File: src/rtl/vga_timing_pkg.sv
// Shared 640x480@60 timing constants and helpers for vga_sync and the pixel-drawing blocks.
package vga_timing_pkg;

    localparam int unsigned COORD_W = 10;
    typedef logic [COORD_W-1:0] coord_t;

    localparam int unsigned VGA_H_DISPLAY    = 640;
    localparam int unsigned VGA_H_FP         = 16;
    localparam int unsigned VGA_H_SYNC       = 96;
    localparam int unsigned VGA_H_BP         = 48;
    localparam int unsigned VGA_H_TOTAL      = VGA_H_DISPLAY + VGA_H_FP + VGA_H_SYNC + VGA_H_BP;
    localparam int unsigned VGA_H_SYNC_START = VGA_H_DISPLAY + VGA_H_FP;
    localparam int unsigned VGA_H_SYNC_END   = VGA_H_SYNC_START + VGA_H_SYNC - 1;

    localparam int unsigned VGA_V_DISPLAY    = 480;
    localparam int unsigned VGA_V_FP         = 10;
    localparam int unsigned VGA_V_SYNC       = 2;
    localparam int unsigned VGA_V_BP         = 33;
    localparam int unsigned VGA_V_TOTAL      = VGA_V_DISPLAY + VGA_V_FP + VGA_V_SYNC + VGA_V_BP;
    localparam int unsigned VGA_V_SYNC_START = VGA_V_DISPLAY + VGA_V_FP;
    localparam int unsigned VGA_V_SYNC_END   = VGA_V_SYNC_START + VGA_V_SYNC - 1;

    // Inclusive unsigned range test shared by the sync decoders.
    function automatic logic in_range(input coord_t v, input coord_t lo, input coord_t hi);
        return (v >= lo) && (v <= hi);
    endfunction

endpackage

File: src/rtl/pixel_tick_gen.sv
// Pixel-rate enable: divider counts 0..CLK_DIV-1, p_tick high while it sits at the last value.
module pixel_tick_gen #(
    parameter int unsigned CLK_DIV = 2
) (
    input  logic clk,
    input  logic reset,
    output logic p_tick
);

    localparam logic [1:0] DIV_LAST = 2'(CLK_DIV - 1);

    logic [1:0] div_q;
    logic [1:0] div_d;

    always_comb begin
        div_d = (div_q == DIV_LAST) ? '0 : div_q + 2'd1;
    end

    always_ff @(posedge clk or negedge reset) begin
        if (!reset) begin
            div_q <= '0;
        end else begin
            div_q <= div_d;
        end
    end

    // With CLK_DIV=1 the divider stays at 0, so p_tick is constantly high.
    assign p_tick = (div_q == DIV_LAST);

endmodule

File: src/rtl/vga_sync.sv
// VGA raster counters with registered active-low syncs aligned to the counter update edge.
module vga_sync
    import vga_timing_pkg::*;
#(
    parameter int unsigned CLK_DIV   = 2,
    parameter int unsigned H_DISPLAY = VGA_H_DISPLAY,
    parameter int unsigned H_FP      = VGA_H_FP,
    parameter int unsigned H_SYNC    = VGA_H_SYNC,
    parameter int unsigned H_BP      = VGA_H_BP,
    parameter int unsigned V_DISPLAY = VGA_V_DISPLAY,
    parameter int unsigned V_FP      = VGA_V_FP,
    parameter int unsigned V_SYNC    = VGA_V_SYNC,
    parameter int unsigned V_BP      = VGA_V_BP
) (
    input  logic         clk,
    input  logic         reset,
    output logic [9:0]   x,
    output logic [9:0]   y,
    output logic         hsync,
    output logic         vsync,
    output logic         video_on,
    output logic         p_tick,
    output logic         frame_tick
);

    localparam int unsigned H_TOTAL = H_DISPLAY + H_FP + H_SYNC + H_BP;
    localparam int unsigned V_TOTAL = V_DISPLAY + V_FP + V_SYNC + V_BP;

    localparam coord_t H_LAST   = coord_t'(H_TOTAL - 1);
    localparam coord_t V_LAST   = coord_t'(V_TOTAL - 1);
    localparam coord_t H_VIS    = coord_t'(H_DISPLAY);
    localparam coord_t V_VIS    = coord_t'(V_DISPLAY);
    localparam coord_t HS_START = coord_t'(H_DISPLAY + H_FP);
    localparam coord_t HS_END   = coord_t'(H_DISPLAY + H_FP + H_SYNC - 1);
    localparam coord_t VS_START = coord_t'(V_DISPLAY + V_FP);
    localparam coord_t VS_END   = coord_t'(V_DISPLAY + V_FP + V_SYNC - 1);

    logic   tick;
    coord_t x_q, x_d;
    coord_t y_q, y_d;
    logic   hsync_q, hsync_d;
    logic   vsync_q, vsync_d;

    pixel_tick_gen #(
        .CLK_DIV (CLK_DIV)
    ) u_pixel_tick_gen (
        .clk    (clk),
        .reset  (reset),
        .p_tick (tick)
    );

    always_comb begin
        x_d = x_q;
        y_d = y_q;
        if (tick) begin
            if (x_q == H_LAST) begin
                x_d = '0;
                y_d = (y_q == V_LAST) ? '0 : y_q + 10'd1;
            end else begin
                x_d = x_q + 10'd1;
            end
        end
        // Syncs decode the next-state counters so they flip on the same edge as x/y.
        hsync_d = !in_range(x_d, HS_START, HS_END);
        vsync_d = !in_range(y_d, VS_START, VS_END);
    end

    always_ff @(posedge clk or negedge reset) begin
        if (!reset) begin
            x_q     <= '0;
            y_q     <= '0;
            hsync_q <= 1'b1;
            vsync_q <= 1'b1;
        end else begin
            x_q     <= x_d;
            y_q     <= y_d;
            hsync_q <= hsync_d;
            vsync_q <= vsync_d;
        end
    end

    assign x          = x_q;
    assign y          = y_q;
    assign hsync      = hsync_q;
    assign vsync      = vsync_q;
    assign p_tick     = tick;
    assign video_on   = (x_q < H_VIS) && (y_q < V_VIS);
    assign frame_tick = tick && (x_q == H_LAST) && (y_q == V_LAST);

endmodule
File: config.mk
export PLATFORM = sky130hd
export DESIGN_NAME = vga_sync
export DESIGN_NICKNAME = d
export VERILOG_FILES = /design/src/rtl/vga_timing_pkg.sv /design/src/rtl/pixel_tick_gen.sv /design/src/rtl/vga_sync.sv
export SDC_FILE = /design/constraint.sdc
export NUM_CORES = 1
export LEC_CHECK = 0
export CORE_MARGIN = 8
export CORE_UTILIZATION = 35
export DETAILED_ROUTE_END_ITERATION = 6
export PLACE_DENSITY_LB_ADDON = 0.25
export SLEW_MARGIN = 25
export SYNTH_ARGS = -nofsm -noshare
export SYNTH_HDL_FRONTEND = slang
export SYNTH_HIERARCHICAL = 1
export SYNTH_SLANG_ARGS = --single-unit
export TNS_END_PERCENT = 20
File: constraint.sdc
create_clock -name clk -period 3.95 [get_ports clk]
set_clock_uncertainty 0.15 [all_clocks]
set_input_delay 0.5925 -clock clk [delete_from_list [all_inputs] [get_ports clk]]
set_output_delay 0.5925 -clock clk [all_outputs]
set_load 0.01 [all_outputs]
Word level (Yosys, flattened, before mapping)
Cells that the tools add are included.

Reduce and logical (&&, ||, !) cells: 7. Add/sub/neg operators: 3. Muxes and demuxes: 6. Eq/ne operators: 3. Magnitude comparators: 6.

Operators by type and width (count): 2-to-1 mux 10 bit (5); adder 10 x 1 -> 10 bit, second input constant (2); == test 10 bit, second input constant (2); greater-or-equal comparator 10 bit, second input constant (1); greater-or-equal comparator 10 x 9 -> 1 bit, second input constant (1); less-or-equal comparator 10 bit, second input constant (1); less-or-equal comparator 10 x 9 -> 1 bit, second input constant (1); less-than comparator 10 bit, second input constant (1); less-than comparator 10 x 9 -> 1 bit, second input constant (1); logical AND 1 bit (5); adder 2 x 1 -> 2 bit, second input constant (1); == test 2 x 1 -> 1 bit, second input constant (1); zero test 1 bit (2); 2-to-1 mux 2 bit (1).

Output and inout port bits: 25. Register bits: 24.

Depth between registers and ports, before layout
Word-level depth: 7. Mapped depth: 8. Gate-level depth less buffers: 6.

Modules after synthesis
Netlist, hierarchy kept.

Modules (own cells, without submodules): vga_sync (seq. area each 553.0 µm², cells each 132, area an instance 1247.4 µm², instances 1); pixel_tick_gen (seq. area each 50.0 µm², cells each 5, area an instance 68.8 µm², instances 1).

Worst setup path before layout
OpenSTA, ideal clock, no wires.

Kind: reg-to-reg. Start point: register x_q[0], in the netlist x[0]. End point: register vsync_q, in the netlist vsync. Slack: 1.543 ns. Data arrival time: 2.160 ns. Setup time: 0.097 ns. Path buffers: 1. Period minus slack after synthesis: 2.407 ns. Stages on the path, launching flop included: 8. Cell sequence: dfrtp_1 -> ha_1 -> nand3_1 -> or4_1 -> buf_2 -> or3_4 -> a221oi_2 -> o2111ai_1.

Cells in the longest elaborated chain, start to end: 6. Elaborated cells between the ends (all ways): 7.

Ends and longest elaborated chain: start, declared (RTL line vga_sync.sv:39) `coord_t x_q, x_d;`; start signal, assigned (RTL line vga_sync.sv:70) `x_q <= '0;`; start signal, assigned (RTL line vga_sync.sv:75) `x_q <= x_d;`; == test 10 bit (*) (RTL line vga_sync.sv:56) `if (x_q == H_LAST) begin`; 2-to-1 mux 10 bit (*) (RTL line vga_sync.sv:56); 2-to-1 mux 10 bit (*) (RTL line vga_sync.sv:55) `if (tick) begin`; greater-or-equal comparator 10 x 9 -> 1 bit or less-or-equal comparator 10 x 9 -> 1 bit (tied branches) (RTL line vga_timing_pkg.sv:25) `return (v >= lo) && (v <= hi);`; logical AND 1 bit (*) (RTL line vga_timing_pkg.sv:25); zero test 1 bit (*) (RTL line vga_sync.sv:65) `vsync_d = !in_range(y_d, VS_START, VS_END);`; net vsync_d (RTL line vga_sync.sv:42) `logic vsync_q, vsync_d;`; end signal, assigned (RTL line vga_sync.sv:78) `vsync_q <= vsync_d;`; end, declared (RTL line vga_sync.sv:42).

The timed path passes the listed nets; every way through them passes the cells marked *.

Final worst setup path
Start point: register x_q[0], in the netlist x[0]. End point: output port frame_tick.

Cells in the longest elaborated chain, start to end: 3.

Ends and longest elaborated chain: == test 10 bit (RTL line vga_sync.sv:88) `assign frame_tick = tick && (x_q == H_LAST) && (y_q == V_LAST);`; logical AND 1 bit (2 in a row) (RTL line vga_sync.sv:88); end, declared (RTL line vga_sync.sv:23) `output logic frame_tick`.

No other way between the ends.

==> impl_metrics.tcl <==
set metrics [dict create \
    dieArea_mm2 0.00598 \
    critPathRequiredTime_ns 3.21 \
    clockBufferDepth 2 \
    dp_hpwl_mm 2.26 \
    setup_viol 0 \
    dr.first_iter.drc_count 86 \
    die_y_um 77.3 \
    end_kind "output pin" \
    syn_avg_cell_area_um2 9.61 \
    drcViolationCount 0 \
    fp.dieW_um 77.3 \
    post-cts-setup-buffer-count 0 \
    hp-class "in -> async" \
    dp.cells 206 \
    io_buffers 26 \
    ant_nets 0 \
    clock.fmax_mhz 297 \
    grt_max_degree 25 \
    clk_latency_ns 0.27 \
    area_growth_syn_to_layout_pct 26.7 \
    drv_cap 0 \
    cts_tree "built" \
    period_minus_slack_ns 3.36 \
    worst_ep_arrival_time_ns 2.62 \
    ys_seq_area_share_pct 45.8 \
    power.total_uw 471 \
    ir_drop_v 0.000133 \
    async_reset_ff_share_pct 100 \
    worst-path-max-fanout 6 \
    synth_flop_cell "dfrtp_1" \
    power_leakage_nw 0.653 \
    synth_cell_types 44 \
    wl_mm 3.07 \
    worstMarginPinSlew_ns 0.844 \
    ys_ff_latch 24 \
    layout.nets 168 \
    grt_use_met1_pct 13.0 \
    hold_buffers 0 \
    initial_utilization_pct 36.2 \
    drtPass1Iterations 4 \
    synth_fp_nets 142 \
    grt_usage_pct 10.4 \
    timing_hold_violations_final 0 \
    cts.sinks 24 \
    maxSlewHeadroom_pct 43.2 \
    grt_pass1_vias 1097 \
    rsz0062_at_grt "false" \
    clkTransAtPathRegs_ns 0.09 \
    gp_congestion 0.845 \
    worst_setup_path_start_kind "register" \
    ff2ff_setup_slack_ns 1.28 \
    grt_busiest_layer "met2" \
    cts_root_buffer "clkbuf_8" \
    final_cells 210 \
    met2_usage_pct 16.5 \
    htree_levels 1 \
    p_int_uw 382 \
    ys_warn_count 6 \
    ios 27 \
    synth-edff-count 0 \
    p_switching_uw 89.1 \
    slew_violations 0 \
    p_sw_share_pct 18.9 \
    num_antenna_cells 0 \
    ctsResizeCount 0 \
    powerDensity_mw_per_mm2 282 \
    wl_per_cell_um 14.6 \
    status "finished clean" \
    synthCells 137 \
    antenna_found_initial 0 \
    rows 22 \
    worst-setup-path-type "reg -> out" \
    combPwrFrac_pct 1.0 \
    grt_pass1_wl_mm 5.17 \
    coreArea_mm2 0.00363 \
    overflow 0 \
    power_frac_clock_pct 46.8 \
    met3_usage_pct 2.45 \
    drive_gt1_share_pct 11.1 \
    cts_buffers 3 \
    viasPerCell 5.37 \
    tns_ns 0 \
    finalCritPeriodShare_pct 85.1 \
    vias 1127 \
    p_seq_share_pct 52.2 \
    syn_area_mm2 0.00132 \
]
## worst paths after layout
check / cells past startpoint / to / start
max in group asynchronous: 1 / vsync$_DFF_PN1_ / reset
worst min register to register: 1 / u_pixel_tick_gen/div_q[0]$_DFF_PN0_ / u_pixel_tick_gen/div_q[0]$_DFF_PN0_
worst max register to register: 6 / vsync$_DFF_PN1_ / x[0]$_DFF_PN0_
worst min-delay path: 1 / y[3]$_DFF_PN0_ / reset
worst max-delay path: 5 / frame_tick / x[0]$_DFF_PN0_
min in group clk: 1 / u_pixel_tick_gen/div_q[0]$_DFF_PN0_ / u_pixel_tick_gen/div_q[0]$_DFF_PN0_
## synth_stat cells (2+ instances only)
cell type   n  area share (%)
dfrtp_1    22              42
nor2b_1     2            0.95
and4_1      2             1.3
ha_1        3             2.9
and3_1      2            0.95
or3_4       2             1.7
a21oi_1     2            0.76
mux2_2      2             1.7
nand3_1    14             5.3
a31oi_1     2            0.95
xor2_1      3             2.0
nor2_1      5             1.4
nor4_1      3             1.4
o21ai_0    10             3.8
xnor2_1     5             3.3
o31ai_1     2             1.1
nand4_1     5             2.4
nand2_1    14             4.0
dfstp_2     2             4.0
inv_1       7             2.0
nor3_1      3             1.1
and2_1      2            0.95
buf_4       2             1.1
## through the flow
stage | instance area, µm² | worst slack, ns | hold WS [ns] | util, %
2_1_floorplan | 1320 | 1.54 | 0.147 | -
3_3_place_gp | 1600 | 1.06 | 0.275 | 44.1
3_5_place_dp | 1600 | 0.917 | 0.277 | 43.9
4_1_cts | 1670 | 0.561 | 0.160 | 45.9
5_1_grt | 1670 | 0.317 | 0.197 | 45.9
6_report | 1670 | 0.587 | 0.131 | 45.9
## cell families (layout without fill, tap and decap cells)
logic type	after synthesis	in the layout	synth area share (%)
compound gates	24	24	12.2
xor+xnor	8	8	5.32
fa+ha+maj	3	3	2.85
buf+inv	13	38	4.94
flops	24	24	45.8
mux	2	2	1.71
simple gates	63	63	27.2
## sequential cells by signal, summed over array words and instances (netlist names)
register and flops:
hsync 1, u_pixel_tick_gen/div_q 2, y 10, vsync 1, x 10
## cell usage in the layout (no fill, tap or decap), types with 2 or more instances in the layout
cell type        instances
a21oi_1                  2
a31oi_1                  2
and2_1                   2
and3_1                   2
and4_1                   2
clkbuf_8                 3
clkdlybuf4s50_1         25
dfrtp_1                 22
dfstp_2                  2
ha_1                     3
inv_1                    7
mux2_2                   2
nand2_1                 14
nand3_1                 14
nand4_1                  5
nor2_1                   5
nor2b_1                  2
nor3_1                   3
nor4_1                   3
o21ai_0                 10
o31ai_1                  2
or3_4                    2
xnor2_1                  5
xor2_1                   3
## power by group through the flow
stage	combinational [mW]	clock [mW]	sequential [mW]
5_1_grt	0.00649	0.237	0.246
3_5_place_dp	0.00547	0	0.250
6_report	0.00484	0.220	0.246
2_1_floorplan	0.000000229	0	0.250
4_1_cts	0.00552	0.226	0.246
3_3_place_gp	0.00585	0	0.250
## critical path, stage by stage, from the launching register on
cell and delay [ns]:
dfrtp_1 0.44, ha_1 0.26, nand3_1 0.19, nor4_1 0.70
and2_1 0.22, clkdlybuf4s50_1 0.54
## routing by layer
metal	wire length [µm]	part of all wire (%)
met2	1440	47
met3	107	3.5
met5	0	0
met4	51	1.7
met1	1470	48
## cell type report
type	count	area [µm²]
repair buffers	26	255
flip-flops and latches	24	603
clock buffers	3	41.3
well taps	48	60.1
inverters	8	30.0
fillers	355	1970
multi-input cells	100	648
clock inverters	1	30.0
Power figures use the tool's default switching activity.
